--- src/rtl/ps2_pkg.sv ---
// Shared constants and FSM state type for the PS/2 keyboard receiver.
package ps2_pkg;

  localparam logic [7:0] PS2_BREAK     = 8'hF0;
  localparam logic [7:0] PS2_EXT       = 8'hE0;
  localparam int         PS2_FRAME_LEN = 11;

  typedef enum logic [1:0] {
    IDLE  = 2'd0,
    BREAK = 2'd1,
    EXT   = 2'd2
  } ps2_state_e;

endpackage

--- src/rtl/ps2_fifo.sv ---
// Synchronous byte FIFO; pointers carry one extra wrap bit to tell full from empty.
module ps2_fifo #(
  parameter int FIFO_DEPTH = 8
) (
  input  logic       clk,
  input  logic       clrn,
  input  logic       push,
  input  logic       pop,
  input  logic [7:0] wr_data,
  output logic [7:0] rd_data,
  output logic       full,
  output logic       empty
);

  localparam int AW = $clog2(FIFO_DEPTH);

  logic [AW:0] wr_ptr_q, wr_ptr_d;
  logic [AW:0] rd_ptr_q, rd_ptr_d;
  logic [7:0]  mem_q [FIFO_DEPTH];
  logic        do_push, do_pop;

  always_comb begin
    empty    = (wr_ptr_q == rd_ptr_q);
    full     = (wr_ptr_q[AW] != rd_ptr_q[AW]) &&
               (wr_ptr_q[AW-1:0] == rd_ptr_q[AW-1:0]);
    do_pop   = pop & ~empty;
    // a pop in the same cycle frees the slot, so a push into a full FIFO is still taken
    do_push  = push & (~full | do_pop);
    wr_ptr_d = do_push ? wr_ptr_q + (AW+1)'(1) : wr_ptr_q;
    rd_ptr_d = do_pop  ? rd_ptr_q + (AW+1)'(1) : rd_ptr_q;
    rd_data  = mem_q[rd_ptr_q[AW-1:0]];
  end

  always_ff @(posedge clk) begin
    if (do_push) mem_q[wr_ptr_q[AW-1:0]] <= wr_data;
  end

  always_ff @(posedge clk or negedge clrn) begin
    if (!clrn) begin
      wr_ptr_q <= '0;
      rd_ptr_q <= '0;
    end else begin
      wr_ptr_q <= wr_ptr_d;
      rd_ptr_q <= rd_ptr_d;
    end
  end

endmodule

--- src/rtl/ps2_keyboard_rx.sv ---
// PS/2 keyboard receiver: frame capture, byte FIFO and make/break/extended decode.
// Define PS2_RX_PARITY_CHECK_EN to reject frames with a bad odd-parity bit.
//
//   state | meaning
//   IDLE  | waiting for a make code or a prefix byte
//   BREAK | F0 seen; next byte is the released key
//   EXT   | E0 seen; next byte is an extended make code (or F0)
module ps2_keyboard_rx
  import ps2_pkg::*;
#(
  parameter int FIFO_DEPTH    = 8,
  parameter int FRAME_TIMEOUT = 50000
) (
  input  logic       clk,
  input  logic       clrn,
  input  logic       ps2_clk,
  input  logic       ps2_data,
  output logic [3:0] code_hi,
  output logic [3:0] code_lo,
  output logic [3:0] cnt_hi,
  output logic [3:0] cnt_lo,
  output logic       disp_blank,
  output logic       key_valid,
  output logic       frame_err,
  output logic       overflow
);

  localparam int         TW       = $clog2(FRAME_TIMEOUT + 1);
  localparam logic [3:0] LAST_BIT = 4'(PS2_FRAME_LEN - 1);

  logic [2:0]    ps2c_q, ps2c_d;
  logic [1:0]    ps2d_q, ps2d_d;
  logic [3:0]    bit_cnt_q, bit_cnt_d;
  logic [9:0]    bits_q, bits_d;
  logic [TW-1:0] tmr_q, tmr_d;
  logic          push_q, push_d;
  logic [7:0]    push_byte_q, push_byte_d;
  logic          frame_err_q, frame_err_d;
  logic          fall, sample, frame_ok;

  ps2_state_e    state_q, state_d;
  logic [7:0]    code_q, code_d;
  logic [7:0]    cnt_q, cnt_d;
  logic          blank_q, blank_d;
  logic          key_valid_q, key_valid_d;
  logic          overflow_q, overflow_d;
  logic          is_make;

  logic [7:0]    fifo_rd_data;
  logic          fifo_full, fifo_empty, fifo_pop;

  assign fifo_pop = ~fifo_empty;

  // bits_q holds start, data[7:0], parity (LSB first); the stop bit is the live sample
  always_comb begin
    ps2c_d      = {ps2c_q[1:0], ps2_clk};
    ps2d_d      = {ps2d_q[0], ps2_data};
    fall        = ps2c_q[2] & ~ps2c_q[1];
    sample      = ps2d_q[1];
    bit_cnt_d   = bit_cnt_q;
    bits_d      = bits_q;
    tmr_d       = tmr_q;
    push_d      = 1'b0;
    push_byte_d = push_byte_q;
    frame_err_d = 1'b0;
`ifdef PS2_RX_PARITY_CHECK_EN
    frame_ok    = ~bits_q[0] & sample & (^bits_q[9:1]);
`else
    frame_ok    = ~bits_q[0] & sample;
`endif
    if (fall) begin
      tmr_d = TW'(FRAME_TIMEOUT);
      if (bit_cnt_q == LAST_BIT) begin
        bit_cnt_d = 4'd0;
        if (frame_ok) begin
          push_d      = 1'b1;
          push_byte_d = bits_q[8:1];
        end else begin
          frame_err_d = 1'b1;
        end
      end else begin
        bits_d    = {sample, bits_q[9:1]};
        bit_cnt_d = bit_cnt_q + 4'd1;
      end
    end else if (tmr_q != '0) begin
      tmr_d = tmr_q - TW'(1);
    end else if (bit_cnt_q != 4'd0) begin
      bit_cnt_d = 4'd0;
    end
  end

  always_comb begin
    state_d     = state_q;
    code_d      = code_q;
    cnt_d       = cnt_q;
    blank_d     = blank_q;
    key_valid_d = 1'b0;
    is_make     = 1'b0;
    overflow_d  = overflow_q | (push_q & fifo_full & ~fifo_pop);
    if (fifo_pop) begin
      case (state_q)
        IDLE: begin
          if (fifo_rd_data == PS2_BREAK)    state_d = BREAK;
          else if (fifo_rd_data == PS2_EXT) state_d = EXT;
          else                              is_make = 1'b1;
        end
        EXT: begin
          if (fifo_rd_data == PS2_BREAK) begin
            state_d = BREAK;
          end else begin
            is_make = 1'b1;
            state_d = IDLE;
          end
        end
        BREAK: begin
          if (fifo_rd_data == code_q) blank_d = 1'b1;
          state_d = IDLE;
        end
        default: state_d = IDLE;
      endcase
    end
    // a repeat of the key already shown is typematic and does not count
    if (is_make && (blank_q || fifo_rd_data != code_q)) begin
      code_d      = fifo_rd_data;
      blank_d     = 1'b0;
      cnt_d       = cnt_q + 8'd1;
      key_valid_d = 1'b1;
    end
  end

  always_ff @(posedge clk or negedge clrn) begin
    if (!clrn) begin
      ps2c_q      <= 3'b111;
      ps2d_q      <= 2'b11;
      bit_cnt_q   <= 4'd0;
      bits_q      <= '0;
      tmr_q       <= '0;
      push_q      <= 1'b0;
      push_byte_q <= 8'h00;
      frame_err_q <= 1'b0;
      state_q     <= IDLE;
      code_q      <= 8'h00;
      cnt_q       <= 8'h00;
      blank_q     <= 1'b1;
      key_valid_q <= 1'b0;
      overflow_q  <= 1'b0;
    end else begin
      ps2c_q      <= ps2c_d;
      ps2d_q      <= ps2d_d;
      bit_cnt_q   <= bit_cnt_d;
      bits_q      <= bits_d;
      tmr_q       <= tmr_d;
      push_q      <= push_d;
      push_byte_q <= push_byte_d;
      frame_err_q <= frame_err_d;
      state_q     <= state_d;
      code_q      <= code_d;
      cnt_q       <= cnt_d;
      blank_q     <= blank_d;
      key_valid_q <= key_valid_d;
      overflow_q  <= overflow_d;
    end
  end

  ps2_fifo #(
    .FIFO_DEPTH(FIFO_DEPTH)
  ) u_fifo (
    .clk     (clk),
    .clrn    (clrn),
    .push    (push_q),
    .pop     (fifo_pop),
    .wr_data (push_byte_q),
    .rd_data (fifo_rd_data),
    .full    (fifo_full),
    .empty   (fifo_empty)
  );

  assign code_hi    = code_q[7:4];
  assign code_lo    = code_q[3:0];
  assign cnt_hi     = cnt_q[7:4];
  assign cnt_lo     = cnt_q[3:0];
  assign disp_blank = blank_q;
  assign key_valid  = key_valid_q;
  assign frame_err  = frame_err_q;
  assign overflow   = overflow_q;

endmodule

--- config.mk ---
export PLATFORM = sky130hd
export DESIGN_NAME = ps2_keyboard_rx
export DESIGN_NICKNAME = d
export VERILOG_FILES = /design/src/rtl/ps2_pkg.sv /design/src/rtl/ps2_fifo.sv /design/src/rtl/ps2_keyboard_rx.sv
export SDC_FILE = /design/constraint.sdc
export NUM_CORES = 1
export LEC_CHECK = 0
export BUFFER_PORTS_ARGS = -buffer_cell sky130_fd_sc_hd__buf_2
export CORE_MARGIN = 2
export CORE_UTILIZATION = 57
export CTS_BUF_LIST = sky130_fd_sc_hd__clkbuf_4 sky130_fd_sc_hd__clkbuf_8
export CTS_CLUSTER_SIZE = 25
export DETAILED_ROUTE_END_ITERATION = 12
export PLACE_DENSITY = 0.85
export SYNTH_ARGS = -nofsm -noshare
export SYNTH_HDL_FRONTEND = slang
export SYNTH_SLANG_ARGS = --single-unit
--- constraint.sdc ---
create_clock -name clk -period 2.91 [get_ports clk]
set_clock_uncertainty 0.2 [all_clocks]
set_input_delay 0.582 -clock clk [delete_from_list [all_inputs] [get_ports clk]]
set_output_delay 0.582 -clock clk [all_outputs]
set_load 0.03 [all_outputs]
Yosys cells after proc, flatten, opt, wreduce, memory -nomap -nowiden
Memories as Yosys holds them, arrays and structs flattened.
Cells that the tools add are included.
{"block": "totals", "inputBits": 4, "out_inout_bits": 20, "ramBits": 64, "ff_bits": 74, "mem_count": 1, "wordCells": 90}
{"block": "classes", "bitwise": 12, "mux": 28, "reduce_logical": 15, "eq_ne": 13, "addsub": 5}
{"memory": "u_fifo.mem_q", "depth": 8, "word_bits": 8, "rd": 1, "rd_ports_with_merged_regs": 0, "write_ports": 1, "line_no": "ps2_fifo.sv:19", "text": "logic [7:0] mem_q [FIFO_DEPTH];"}
{"operator": "2-to-1 mux 16 bit", "count": 2}
{"operator": "2-to-1 mux 1 bit", "count": 18}
{"operator": "equality test 8 bit, second input constant", "count": 2}
{"operator": "2-to-1 mux 4 bit", "count": 4}
{"operator": "nonzero test 16 bit", "count": 1}
{"operator": "subtractor 16 x 1 -> 16 bit, second input constant", "count": 1}
{"operator": "adder 4 x 1 -> 4 bit, second input constant", "count": 3}
{"operator": "adder 8 x 1 -> 8 bit, second input constant", "count": 1}
{"operator": "equality test 8 bit", "count": 1}
{"operator": "inequality test 8 bit", "count": 1}
{"operator": "nonzero test 2 bit", "count": 4}
{"operator": "AND reduction 2 bit", "count": 3}
{"operator": "AND reduction 3 bit", "count": 2}
{"operator": "AND 1 bit", "count": 5}
{"operator": "inverter 1 bit", "count": 5}
{"operator": "equality test 4 bit", "count": 1}
{"operator": "equality test 4 bit, second input constant", "count": 1}
{"operator": "2-to-1 mux 2 bit", "count": 2}
{"operator": "one-hot mux 2 bit (2 select lines)", "count": 1}
{"operator": "nonzero test 4 bit", "count": 1}
{"operator": "equality test 3 bit", "count": 1}
{"operator": "inequality test 3 bit, second input constant", "count": 1}
{"operator": "equality test 2 x 1 -> 1 bit, second input constant", "count": 1}
{"operator": "equality test 2 bit, second input constant", "count": 1}
{"operator": "other kinds (8)", "count": 10}

Logic depth before layout (Yosys ltp)
Gate-level depths: netlist of the first run.
An unclocked memory read counts as a cell.
{"block": "logic_depth", "ltp_word": 9, "depth_mapped": 10, "depth_no_buf": 8}

By module
A second synthesis of the first run with hierarchy kept.
{"block": "unflattened", "cells_unflattened": 389, "hier_area_um2": 6009.5}
{"mod": "ps2_fifo", "cells_each": 150, "instances": 1, "area_each_um2": 3089.2, "seq_area_each_um2": 2122.0}
{"mod": "ps2_keyboard_rx", "cells_each": 239, "instances": 1, "area_each_um2": 2920.3, "seq_area_each_um2": 1659.1}

Least setup slack after synthesis of the first run
OpenSTA, ideal clock, no wires.
{"block": "synth_path", "path_kind": "reg2reg", "startpoint": "register u_fifo.rd_ptr_q[1]", "endpoint": "register code_q[0]", "path_buffers": 2, "required_time_ns": 2.585, "path_slack_ns": 0.086, "arrival_ns": 2.499, "setup_ns": 0.125, "period_less_slack_ns": 2.824, "stages_incl_launch_ff": 10, "path_cell_list": "dfrtp_1 buf_4 mux4_2 mux2i_1 xnor2_1 nand2_1 nor4_4 and3b_1 buf_6 mux2_4"}
{"block": "synth_via", "elab_chain_len": 7, "elab_cells_between_ends": 12, "cone_classes": "4 x eq/ne; 5 x mux; 2 x reduce/logical; 1 x memory"}
{"item": "from (decl)", "line_no": "ps2_fifo.sv:18", "text": "logic [AW:0] rd_ptr_q, rd_ptr_d;"}
{"item": "from (signal assigned)", "line_no": "ps2_fifo.sv:44", "text": "rd_ptr_q <= rd_ptr_d;"}
{"item": "memory (8 x 8 bit)"}
{"item": "equality test 8 bit", "line_no": "ps2_keyboard_rx.sv:104", "text": "else if (fifo_rd_data == PS2_EXT) state_d = EXT;"}
{"item": "2-to-1 mux 1 bit", "line_no": "ps2_keyboard_rx.sv:104"}
{"item": "2-to-1 mux 1 bit", "line_no": "ps2_keyboard_rx.sv:103", "text": "if (fifo_rd_data == PS2_BREAK) state_d = BREAK;"}
{"item": "one-hot mux 1 bit (2 select lines)", "line_no": "ps2_keyboard_rx.sv:101", "text": "case (state_q)"}
{"item": "2-to-1 mux 1 bit", "line_no": "ps2_keyboard_rx.sv:100", "text": "if (fifo_pop) begin"}
{"item": "logical AND 1 bit", "line_no": "ps2_keyboard_rx.sv:123", "text": "if (is_make && (blank_q || fifo_rd_data != code_q)) begin"}
{"item": "to (signal assigned)", "line_no": "ps2_keyboard_rx.sv:157", "text": "code_q <= code_d;"}
{"item": "to (decl)", "line_no": "ps2_keyboard_rx.sv:42", "text": "logic [7:0] code_q, code_d;"}
Parallel ways exist; a longest one is shown, timed or not.
A chain may end at the register's enable or synchronous reset.

Final worst setup path of the first run
{"block": "layout_path", "startpoint": "register tmr_q[8]", "endpoint": "register tmr_q[10]"}
{"block": "layout_via", "elab_chain_len": 3, "elab_cells_between_ends": 5, "cone_classes": "1 x add/sub; 2 x mux; 2 x reduce/logical"}
{"item": "from (decl)", "line_no": "ps2_keyboard_rx.sv:35", "text": "logic [TW-1:0] tmr_q, tmr_d;"}
{"item": "from (signal assigned)", "line_no": "ps2_keyboard_rx.sv:152", "text": "tmr_q <= tmr_d;"}
{"item": "subtractor 16 x 1 -> 16 bit", "line_no": "ps2_keyboard_rx.sv:86", "text": "tmr_d = tmr_q - TW'(1);"}
{"item": "2-to-1 mux 16 bit", "line_no": "ps2_keyboard_rx.sv:85", "text": "end else if (tmr_q != '0) begin"}
{"item": "2-to-1 mux 16 bit", "line_no": "ps2_keyboard_rx.sv:71", "text": "if (fall) begin"}
Parallel ways exist; a longest one is shown, timed or not. The select of a mux whose other input is x is not followed.

==> summary by stage, run 1 <==
Hold path
The hold-critical path endpoint is ps2c_q[0]. Counting instances, the worst hold path has a depth of 1. The worst hold path begins at ps2_clk. The worst hold path belongs to the class in -> reg.

Logic synthesis
Counting flops with an async set or reset pin after synthesis yields a share of between 50% and 60%. The total number of yosys warnings is 0. The cell count after synthesis came out at 415. The post-synthesis cell area is 5878 um2. The dominant combinational cell family by area after synthesis is multiplexers. In the synthesized netlist the dominant register cell turns out to be sky130_fd_sc_hd__dfrtp_1. Synthesis inferred 138 register bits. The synthesized netlist devotes roughly 4.4% of its cell area to compound gates. Of the post-synthesis cell area, the part taken by muxes is between 10% and 20%. Counting distinct cell types in the post-synthesis netlist gives 50.

The post-synthesis share of cell area spent on full adders, half adders and majority gates is between 1 and 1.5%. Yosys mapped a number of flops with a built-in enable equal to 64. The XOR/XNOR share of the synthesized area is under 10%. Summing the sequential cell areas from Yosys gives 64.33% of the chip area. The post-synthesis net count is 426.

The mean cell area of the mapped netlist is 14.16 um2. The simple-gate share of the synthesized area is 10.98%.

Timing
The worst slew margin relative to its limit is 38.04%. The final count of hold timing violations is 0. The worst-case hold slack is 0.03834 ns. The highest clock frequency the design can meet is 358.8 MHz.

The clock period could shrink to 2.787 ns. Setup violations remaining at the end of the flow were counted as 0. The number of max-slew violations in the final report is 0. In the finished design, the share of the clock period the worst path needs comes to 95.79%.

At the pin with the least slew margin, the transition time is 0.9260 ns. Setup repair after global routing left no endpoint under its margin.

CTS
The clock net in this run drives a total of 138 sinks. The count of buffers added by post-CTS timing repair for setup is 0. After clock tree synthesis, the clock-pin slew on the worst setup and hold paths is about 0.080 ns.

The number of hold buffers added after CTS was 0. The CTS buffer count is 17. The TritonCTS clock tree is done. The depth of the CTS H-tree is 4. The maximum buffer depth of the clock tree is 2. For the worst-skew pair, the clock arrives at the later sink with an insertion delay of 0.44 ns. CTS placed an instance of sky130_fd_sc_hd__clkbuf_8 at the clock tree root.

Power and ir drop
The peak supply drop is ~0.55 mV. The leakage component of the power is 2.688 nW. The power per cell area is 889.5 nW/um2.

Critical path
The kind of critical path is reg -> reg. The worst-case reg-to-reg path depth is 7. The critical path data arrival time is 2.91 ns. STA classifies the critical path endpoint as a register. The source of the worst register-to-register timing path is tmr_q[8]. In this run the worst path has a maximum fanout of 8. The startpoint class of the critical path is a register. The setup slack of the most critical reg-to-reg path is 0.12 ns.

For the worst setup path, the data required time is 3.04 ns. In this run the critical register-to-register path is captured at tmr_q[10].

Run
The total of max-cap violations is 0.

Placement
Detailed placement ended at an HPWL of slightly above 7000 um. After detailed placement, the total cell area comes to 6242 um2. The final weighted congestion in routability-driven placement is 0.8392. The count of buffers added on input and output ports is 23.

Global routing
The number of global-route vias before repair is ~3500. The initial antenna violation count was 0. The pin count of the biggest net entering global routing is 75. Global routing consumed, over all layers together, 21.29% of the routing resources. Global routing finished with a remaining overflow of 0. The first-pass GRT wire length is 17750 um.

Outcome
The run finished with clean final reports.

Detailed routing
The highest signal layer in the routed design is met4. The wire length on met1 is about 4300 um. The met2 layer wire length in the routed design is 5932 um.

Across all layers, the routed design uses 3429 vias. The remaining antenna violation count after routing is 0. After detailed routing, the average wire length per cell comes to 17.70 um.

The number of detailed-route iterations in the first pass is 4. The post-route DRC violation count is 0. The number of design-rule violations left by the first detailed-router iteration is 194.

The final wirelength is 10830 um. Summed over all nets, wire length on met3 after detailed routing comes to about 470 um. After detailed routing, the number of vias per cell comes to ~5.6.

Layout
The ratio of cells with drive above 1 in the final layout is between 20% and 30%. In the layout the commonest cells are 66 x sky130_fd_sc_hd__dfrtp_1, 64 x sky130_fd_sc_hd__edfxtp_1, 23 x sky130_fd_sc_hd__mux2i_1, 22 x sky130_fd_sc_hd__nor2_1, 22 x sky130_fd_sc_hd__buf_2. Registers take 3784 um2. The most common library cell in the layout ignoring fill and taps is sky130_fd_sc_hd__dfrtp_1.

The post-route cell area is 6680 um2. In the final layout, the multi-input gates occupy 1972 um2. The area added between synthesis and finish is 13.64%. Measured on the finished design, the core utilization comes to 65.59%. The number of antenna diodes in the final layout is 0. After filler insertion, the fill cell instance count of the layout stands at 702. The post-layout net count is roughly 470.

Floorplan
The initial utilization of the core area, before any placement, comes to 57.71%. The die covers 11140 um2. The y dimension of the die is around 110 um.

The number of top-level design ports is 24. The number of placement rows is 37. The die is 105.6 um wide. The core region is 10180 um2.
-- worst max path at each step --
stage | start | to | slack (ns) | depth (start not counted)
6_report | tmr_q[8] | tmr_q[10] | 0.12 | 7
3_5_place_dp | u_fifo.rd_ptr_q[0] | cnt_q[1] | -0.04 | 8
4_1_cts | u_fifo.rd_ptr_q[1] | code_q[3] | 0.02 | 7
2_1_floorplan | u_fifo.rd_ptr_q[1] | code_q[0] | 0.09 | 9
5_1_grt | u_fifo.rd_ptr_q[1] | code_q[3] | 0.02 | 8
3_3_place_gp | u_fifo.rd_ptr_q[0] | cnt_q[1] | 0.08 | 8
-- through the flow --
stage | std cells | power (mW) | setup TNS [ns] | setup slack (ns)
3_3_place_gp | 580 | 4.246 | 0 | 0.07579
2_1_floorplan | 415 | 3.884 | 0 | 0.08582
6_report | 612 | 5.942 | 0 | 0.1226
5_1_grt | 612 | 6.249 | 0 | 0.01722
4_1_cts | 612 | 5.956 | 0 | 0.01660
3_5_place_dp | 580 | 4.335 | -0.1016 | -0.03781
-- flip-flops by register name, indices dropped and copies added (netlist names) --
signal           count
overflow             1
bits_q              10
push_byte_q          8
code_q               8
bit_cnt_q            4
state_q              2
push_q               1
ps2d_q               2
key_valid            1
frame_err            1
disp_blank           1
ps2c_q               3
u_fifo.mem_q        64
u_fifo.wr_ptr_q      4
cnt_q                8
u_fifo.rd_ptr_q      4
tmr_q               16
-- per-layer routing --
metal | GRT usage (%) | vias up
met1 | 24.63 | 1722
met2 | 37.93 | 79
li1 | - | 1610
met3 | 5.566 | 18
met4 | 8.083 | 0
met5 | 0 | -
-- cells in the mapped netlist, types with 8 or more instances --
cell type                  number  area (um2)
sky130_fd_sc_hd__a21oi_1        8       40.04
sky130_fd_sc_hd__a22oi_1        8       60.06
sky130_fd_sc_hd__and2_1         9       56.30
sky130_fd_sc_hd__dfrtp_1       68        1702
sky130_fd_sc_hd__edfxtp_1      64        1922
sky130_fd_sc_hd__inv_1         13       48.80
sky130_fd_sc_hd__mux2_2        21       236.5
sky130_fd_sc_hd__mux2i_1       25       250.2
sky130_fd_sc_hd__nand2_1       20       75.07
sky130_fd_sc_hd__nand3_1        9       45.04
sky130_fd_sc_hd__nor2_1        22       82.58
sky130_fd_sc_hd__nor3_1         8       40.04
sky130_fd_sc_hd__o21ai_0       11       55.05
sky130_fd_sc_hd__xnor2_1       17       148.9
sky130_fd_sc_hd__xor2_1        11       96.34
-- layout make-up --
cell class / instances / area share [%]
Clock buffer: 18 / 3.709
Clock inverter: 14 / 2.547
Inverter: 13 / 0.7305
Multi-Input combinational cell: 249 / 29.52
Sequential cell: 138 / 56.64
Tap cell: 136 / 2.547
Timing Repair Buffer: 44 / 4.308
-- repair_timing --
| item | in CTS | in global routing |
|---|---|---|
| endpoints found under the setup margin | 8 | 17 |
| resized for setup | 1 | 7 |
| cloned | 0 | 0 |
-- report_power, final --
part	switching, mW	internal [mW]	leakage (nW)
Combinational	0.929	0.815	1.02
Sequential	0.273	2.30	1.46
Clock	0.751	0.874	0.203
Total	1.95	3.99	2.69
-- cells by family (layout without fill, tap and decap cells) --
kind of cell	count (synthesis)	count (layout)
AND/OR/NAND/NOR	115	115
XOR/XNOR	28	28
adder cells (fa/ha/maj)	7	7
AO/OA/AOI/OAI	41	41
multiplexers	58	58
buffers and inverters	28	89
flip-flops	138	138
-- critical path: stages, from the launching register on --
cell	delay, ns
sky130_fd_sc_hd__dfrtp_1	0.42
sky130_fd_sc_hd__or4_4	0.55
sky130_fd_sc_hd__or4_4	0.45
sky130_fd_sc_hd__or4_4	0.56
sky130_fd_sc_hd__nand3_1	0.18
sky130_fd_sc_hd__nor4_1	0.09
sky130_fd_sc_hd__xnor2_1	0.16
sky130_fd_sc_hd__nor2_1	0.06
Power figures use the tool's default switching activity.
==> run 2: changes to the inputs <==
--- a/config.mk
+++ b/config.mk
@@ -6,12 +6,14 @@
 export NUM_CORES = 1
 export LEC_CHECK = 0
 export BUFFER_PORTS_ARGS = -buffer_cell sky130_fd_sc_hd__buf_2
+export CELL_PAD_IN_SITES_DETAIL_PLACEMENT = 0
+export CELL_PAD_IN_SITES_GLOBAL_PLACEMENT = 1
 export CORE_MARGIN = 2
-export CORE_UTILIZATION = 57
+export CORE_UTILIZATION = 45
 export CTS_BUF_LIST = sky130_fd_sc_hd__clkbuf_4 sky130_fd_sc_hd__clkbuf_8
 export CTS_CLUSTER_SIZE = 25
 export DETAILED_ROUTE_END_ITERATION = 12
-export PLACE_DENSITY = 0.85
+export PLACE_DENSITY = 0.81
 export SYNTH_ARGS = -nofsm -noshare
 export SYNTH_HDL_FRONTEND = slang
 export SYNTH_SLANG_ARGS = --single-unit
==> summary by stage, run 2 (same netlist as run 1, synthesis figures left out) <==
Outcome
The run finished with clean final reports.

Timing
Setup repair after global routing left no endpoint under its margin. The number of max-slew violations in the final report is 0. The minimum clock period after layout is 2.812 ns. For this run, the top clock speed supported by timing is roughly 360 MHz. The worst setup margin is 0.09811 ns.

The worst pin sits at a relative slew slack of a little under two fifths. Setup violations remaining at the end of the flow were counted as 0. The tightest hold path in the finished design has a slack of ~0.022 ns.

In the final timing run, aggregate negative setup slack is 0 ns. The transition time of the tightest slew-check pin is 0.9377 ns. In the finished design, the share of the clock period the worst path needs comes to a little over nine tenths.

The final count of hold timing violations came to 0.

Detailed routing
After detailed routing, the average wire length per cell comes to 16.11 um. The remaining antenna violation count after routing is 0. Summed over all nets, wire length on met2 after detailed routing comes to 5311 um. In the detailed route, the total length drawn on met3 is approximately 360 um.

The post-route DRC violation count is 0. The via density per instance is 5.216. For this block, the initial DRC count from the detailed router was 153. The highest signal layer in the routed design is met4.

The number of detailed-route iterations in the first pass is 4. Detailed routing inserted a total of 3411 vias. The final wirelength is 10540 um. In the final routing, the length of wire on met1 measures between 4000 and 5000 um.

Hold path
The path with the worst hold slack has its endpoint at ps2c_q[0]. The classification of the worst-slack hold path is in -> reg. The instance count along the most critical hold path is 1.

The startpoint of the tightest hold check path is ps2_clk.

Critical path
The kind of critical path is reg -> reg. STA classifies the critical path startpoint as a register. The setup slack of the most critical reg-to-reg path is 0.1 ns. Walking the worst path, the cells encountered are or4_4 -> or4_4 -> or4_4 -> nand3_2 -> nor3_1 -> xnor2_1 -> nand2_1. Of all nets on the critical path, the largest fanout is 8. Together, buffers and inverters on the worst path number 0. The reg-to-reg critical path endpoint is tmr_q[9]. The number of cells on the worst reg-to-reg path is 7. The required time at the worst-slack endpoint is 3.04 ns. The source of the worst register-to-register timing path is tmr_q[8]. The largest single stage delay on the critical path is 0.60 ns. STA puts the critical path data arrival time at 2.94 ns. The critical path's most frequent cell is sky130_fd_sc_hd__or4_4. The worst setup path is captured at a register. Among all stages on the critical path, the largest delay is contributed by sky130_fd_sc_hd__or4_4. The top cell family by delay on the critical path is simple AND/OR/NAND/NOR gates.

Layout
The most common library cell in the layout ignoring fill and taps is sky130_fd_sc_hd__dfrtp_1. At the end of the flow, the number of nets in the layout was between 400 and 500. The number of diodes is 0.

The post-route cell area is roughly 6800 um2. The core occupancy in the finished layout is a little over half. The register with the most flip-flops in the layout has between 60 and 70 of them. Leaving out fill and tap cells, the most frequent cells in the layout are 67 x sky130_fd_sc_hd__dfrtp_1, 64 x sky130_fd_sc_hd__edfxtp_1, 24 x sky130_fd_sc_hd__mux2i_1, 24 x sky130_fd_sc_hd__buf_4. After the flow finishes, the layout carries non-filler instances totaling between 600 and 700. The area added between synthesis and finish is 15.86%. The ratio of cells with drive above 1 in the final layout is 27.39%.

Power and ir drop
IR analysis of the VDD net gives a maximum drop of ~0.31 mV. In this run the power density over the cells is 888.6 nW/um2. The clock group share of total power is between 20% and 30%. The cell-internal power is 4.092 mW. The sequential share of power is 42.1%. Summed over all cells, the static leakage comes to 2.731 nW. Summed over all nets, the switching power comes to 1.959 mW.

Net switching is about a third of the power. The share of power burned in combinational logic is 30.1%. Summing internal, switching and leakage power gives just over 6 mW.

Placement
At the end of routability-driven placement, the weighted congestion stood at between 0.7 and 0.8. The area of placed instances is 6322 um2. The number of buffer cells added on primary ports is 23. Detailed placement finished with a half-perimeter wire length of 7161 um.

Before CTS, the worst setup slack after placement is ~0.0067 ns. The placed cell count is just over 600.

Floorplan
The die is roughly 120 um tall. The die is ~120 um wide. The number of top-level design ports is 24. The number of placement rows is 41. The total die area is 13990 um2. The area of the core region is 12670 um2. Once the floorplan was initialized, standard cells occupied a little under half of the core.

CTS
The cell sitting at the root of the clock tree is a sky130_fd_sc_hd__clkbuf_8. After clock tree synthesis, the clock-pin slew on the worst setup and hold paths is approximately 0.080 ns. The tree built by TritonCTS fans out to 138 sinks. The maximum buffer depth of the clock tree is 2. The H-tree was split into 4 levels. TritonCTS built the clock tree. The CTS buffer count is 17. The clock network latency to the later pin of the worst-skew pair is ~0.46 ns.

Global routing
Entering global routing, the biggest net connects 75 pins. The initial antenna violation count came to 0. For this run, the total global-route usage over all layers was measured as 16.41%.

The overflow left after global routing is 0. The first-pass GRT wire length is 17470 um. The number of global-route vias before repair is about 3400.

Run
Across the run, the number of max-cap violations was 0.
[run 2: changes by cell type in the layout (fill, tap and decap cells not counted), moves of 2 or more]
cell	change
sky130_fd_sc_hd__buf_4	+3
sky130_fd_sc_hd__clkinv_4	+2
sky130_fd_sc_hd__nor2b_1	+2
sky130_fd_sc_hd__nor2b_2	-2
sky130_fd_sc_hd__inv_6	-2
[run 2: worst max path at each step]
stage | slack (ns) | cells past startpoint | to | startpoint
floorplan | 0.09 | 9 | code_q[0] | u_fifo.rd_ptr_q[1]
global placement | 0.01 | 9 | code_q[1] | u_fifo.rd_ptr_q[0]
detailed placement | 0.007 | 9 | code_q[0] | u_fifo.rd_ptr_q[0]
CTS | 0.02 | 7 | tmr_q[9] | tmr_q[8]
global route | 0.02 | 10 | code_q[6] | u_fifo.rd_ptr_q[1]
finish | 0.1 | 7 | tmr_q[9] | tmr_q[8]
[run 2: layout make-up]
cell class                      instances  area (um2)
Timing Repair Buffer                   50       351.6
Tap cell                              172       215.2
Sequential cell                       138        3782
Clock buffer                           17       234.0
Fill cell                            1055        5861
Multi-Input combinational cell        249        1978
Clock inverter                         15       200.2
Inverter                               13       48.80
[run 2: repair_timing]
| item | in CTS | in global routing |
|---|---|---|
| hold buffers | 0 | 1 |
| setup buffers | 0 | 2 |
| gates cloned | 0 | 0 |
| resized for setup | 2 | 7 |
| setup endpoints to repair | 9 | 16 |
| hold endpoints to repair | 0 | 1 |
| pin swaps | 0 | 2 |
[run 2: per-layer routing]
layer  up-vias  global-route usage, %
met5         -                      0
met4         0                  7.455
met3        14                  4.585
met2        57                  26.81
met1      1713                  20.29
li1       1627                      -
[run 2: power by group through the flow]
stage / clock, mW / combinational, mW / sequential, mW
final: 1.68 / 1.82 / 2.55
after global routing: 1.81 / 1.99 / 2.59
after CTS: 1.72 / 1.80 / 2.55
after detailed placement: 0 / 1.79 / 2.59
after global placement: 0 / 1.75 / 2.57
after floorplan: 0 / 1.18 / 2.70
==> run 3: changes to the inputs <==
--- a/config.mk
+++ b/config.mk
@@ -13,7 +13,8 @@
 export CTS_BUF_LIST = sky130_fd_sc_hd__clkbuf_4 sky130_fd_sc_hd__clkbuf_8
 export CTS_CLUSTER_SIZE = 25
 export DETAILED_ROUTE_END_ITERATION = 12
-export PLACE_DENSITY = 0.81
+export PLACE_DENSITY = 0.8
 export SYNTH_ARGS = -nofsm -noshare
 export SYNTH_HDL_FRONTEND = slang
+export SYNTH_HIERARCHICAL = 1
 export SYNTH_SLANG_ARGS = --single-unit
==> summary by stage, run 3 <==
Outcome
The run finished, with violations left. The checks that failed: setup timing.

Detailed routing
The via total after detailed routing is 3356. For this block, the routed nets add up to 10320 um of wire. The detail route stage leaves a number of antenna-violating nets equal to 0. The post-route DRC violation count is 0. The via density per instance is 5.260. The number of design-rule violations left by the first detailed-router iteration is 151. The number of detailed-route iterations in the first pass is 4. After detailed routing, the average wire length per cell comes to 16.17 um.

Placement
Timing analysis after detailed placement gives a worst setup slack of -0.06906 ns. Input and output buffers added on the ports amount to 23. The congestion estimate from routability-driven global placement came to 0.7686. The HPWL reported at the end of detailed placement is between 6000 and 7000 um.

Floorplan
The floorplan step set the die height to 119.6 um. The area of the core region is ~13000 um2. The floorplan step defined a die boundary enclosing 14290 um2. The floorplan die width is 119.6 um. 24 I/O pins were placed. Once the floorplan was initialized, standard cells occupied 45.74% of the core. The number of placement rows is 42.

CTS
In this run, CTS created clock tree buffers numbering 17. Clock-pin slew was measured on the worst setup and hold paths at roughly 0.070 ns. The clock network latency to the later pin of the worst-skew pair is about 0.43 ns. The H-tree generated during clock tree synthesis spans 4 levels. CTS placed an instance of sky130_fd_sc_hd__clkbuf_8 at the clock tree root. The TritonCTS clock tree is done. Counting along the longest clock path gives a buffer depth of 2. The clock drives roughly 140 sinks.

Layout
The layout has 1083 filler cells. Leaving out fill and tap cells, the most frequent cell in the layout is sky130_fd_sc_hd__dfrtp_1. The post-layout net count is 461. Summing all multi-input logic gate instances after layout gives ~2200 um2. The core occupancy in the finished layout is ~54%. The ratio of cells with drive above 1 in the final layout is a little over a third. Registers take 3781 um2. The flip-flop count of the largest register after layout is 64.

The library cells used most frequently in the layout, excluding fill and tap cells, are 68 x sky130_fd_sc_hd__dfrtp_1, 64 x sky130_fd_sc_hd__edfxtp_1, 28 x sky130_fd_sc_hd__buf_4, 27 x sky130_fd_sc_hd__mux2_2, 22 x sky130_fd_sc_hd__buf_2. The repair_antennas step left the layout with diodes totalling 0. Compared with the post-synthesis result, the final layout area differs by 17.41%.

Timing
For the pin with the worst max-slew slack, the measured transition is 0.9696 ns. Static timing analysis puts the maximum clock frequency at 338.7 MHz. The final count of hold timing violations came to 0. The worst slew margin relative to its limit is 35.19%.

The setup-violating endpoint count in the final report is 6. The minimum clock period after layout is 2.953 ns. The number of max-slew violations in the final report is 0.

In the post-route analysis, the smallest setup slack over all paths is -0.04270 ns. Setup repair after global routing could not meet its margin everywhere. The final cycle utilization of the critical path is 101.5%.

Critical path
The maximum fanout count along the critical path is 13. Measured in cells, the most critical reg-to-reg path has a length of 9. The worst setup path is of the reg -> reg kind.

STA classifies the critical path startpoint as a register. The critical path data arrival time is 3.06 ns. STA classifies the critical path endpoint as a register.

The required time at the worst-slack endpoint is between 3 and 4 ns.

Logic synthesis
Ranked by total cell area, the synthesized netlist is headed by sky130_fd_sc_hd__edfxtp_1 32%, sky130_fd_sc_hd__dfrtp_1 28%, sky130_fd_sc_hd__mux2_2 5.1%. Yosys mapped a number of flops with a built-in enable equal to 64. The post-synthesis net count is approximately 400. The number of different library cells in the post-synthesis netlist is 61. Synthesis produced 389 cells. The primary flip-flop cell chosen by synthesis mapping is sky130_fd_sc_hd__dfrtp_1.

Counting flops with an async set or reset pin after synthesis yields a share of 53.62%. A synthesized cell averages 15.45 um2. The total number of yosys warnings is 6. The post-synthesis cell area is approximately 6000 um2. The sequential area share after synthesis is between 60% and 70%. The area share of the leading cell type in the synthesized netlist is 31.98%. The synthesized flop and latch total is 138. The commonest cells after synthesis are 68 x sky130_fd_sc_hd__dfrtp_1, 64 x sky130_fd_sc_hd__edfxtp_1, 27 x sky130_fd_sc_hd__mux2_2, 20 x sky130_fd_sc_hd__nor2_1, 19 x sky130_fd_sc_hd__nand2_1. The library cell with the highest instance count after synthesis is sky130_fd_sc_hd__dfrtp_1. Summed over all instances, the cell type with the most area after synthesis is sky130_fd_sc_hd__edfxtp_1.

Power and ir drop
Power spread over the standard cell area amounts to 680.1 nW/um2. The leakage component of the power is 2.720 nW. Across the VDD grid, the largest voltage drop is between 0.4 and 0.5 mV.

Hold path
The path class of the tightest hold or removal check is in -> reg. The instance count along the most critical hold path is 1.

Global routing
Entering global routing, the biggest net connects 75 pins. Global routing used 15.41% of the available tracks. The first-pass GRT wire length is roughly 17000 um.

The overflow left after global routing is 0. The initial antenna violation count came to 0. The number of global-route vias before repair is 3435.

Run
The total of max-cap violations is 0.
==> run 3: cell types whose count changed after synthesis, sizes merged, moves of 5 or more <==
| cell | previous run | this run |
|---|---|---|
| mux2i | 26 | 1 |
| a22oi | 8 | 0 |
| o211ai | 0 | 7 |
| mux2 | 25 | 37 |
| and2 | 9 | 1 |
| nand3 | 10 | 5 |
| mux4 | 7 | 16 |
| xor2 | 11 | 16 |
| o21ai | 14 | 5 |
==> run 3: cells by family after synthesis <==
| logic type | count (synthesis) | share of synthesized area (%) |
|---|---|---|
| flops | 138 | 62.92 |
| simple gates | 92 | 8.370 |
| buf+inv | 27 | 2.665 |
| mux | 54 | 14.10 |
| compound gates | 38 | 5.122 |
| fa+ha+maj | 8 | 1.666 |
| xor+xnor | 32 | 5.163 |
==> run 3: power breakdown <==
group          internal [mW]  total [mW]  switching [mW]  leakage [nW]
Sequential              2.23        2.43           0.198          1.50
Combinational          0.340       0.796           0.455          1.03
Clock                  0.846        1.57           0.727         0.190
Total                   3.42        4.80            1.38          2.72
==> run 3: area by class of cell <==
type,count,share of cell area (%)
flip-flops and latches,138,53.59
multi-input cells,226,31.10
repair buffers,56,5.852
clock buffers,17,3.316
well taps,176,3.121
clock inverters,15,2.483
inverters,10,0.5320
==> run 3: worst paths after layout <==
kind	slack [ns]	end	from
min in group asynchronous	0.51	code_q[5]	clrn
min reg2reg	0.16	ps2d_q[1]	ps2d_q[0]
min	0.05	ps2d_q[0]	ps2_data
max reg2reg	-0.04	code_q[7]	u_fifo/rd_ptr_q[0]
max	-0.04	code_q[7]	u_fifo/rd_ptr_q[0]
max in group asynchronous	1.65	ps2c_q[1]	clrn
==> run 3: worst max-delay path, cell delays in order, from the launching register on <==
cell and delay (ns):
sky130_fd_sc_hd__dfrtp_1 0.38, sky130_fd_sc_hd__buf_12 0.16, sky130_fd_sc_hd__buf_6 0.11, sky130_fd_sc_hd__mux4_2 0.51
sky130_fd_sc_hd__mux2_4 0.31, sky130_fd_sc_hd__xor2_2 0.20, sky130_fd_sc_hd__nor4_4 0.31, sky130_fd_sc_hd__buf_4 0.20
sky130_fd_sc_hd__a31oi_4 0.13, sky130_fd_sc_hd__mux2_2 0.33
==> run 3: metrics by stage <==
step / power (mW) / hold WS (ns) / std cells / TNS (ns) / instance area [um2]
5_1_grt: 5.052 / 0.01225 / 638 / -1.765 / 7056
2_1_floorplan: 2.968 / 0.08641 / 389 / 0 / 6051
4_1_cts: 4.824 / 0.02191 / 633 / -0.3371 / 6953
6_report: 4.798 / 0.05127 / 638 / -0.1712 / 7056
3_3_place_gp: 3.170 / 0.1463 / 596 / -0.01225 / 6485
3_5_place_dp: 3.212 / 0.1478 / 596 / -0.6437 / 6485
==> run 3: layer usage <==
layer / track usage [%] / share of wire [%]
met2: 25.43 / 51
met1: 19.61 / 44
met4: 5.441 / 1.4
met5: 0 / 0
met3: 4.325 / 3.2
==> run 3: what timing repair did <==
item                                   CTS  global route
resized for setup                        2            11
buffers inserted                         3             4
endpoints found under the hold margin   68             0
hold buffers                             1             0
cloned                                   1             1
pin swaps                                1             7
setup endpoints to repair               12            38
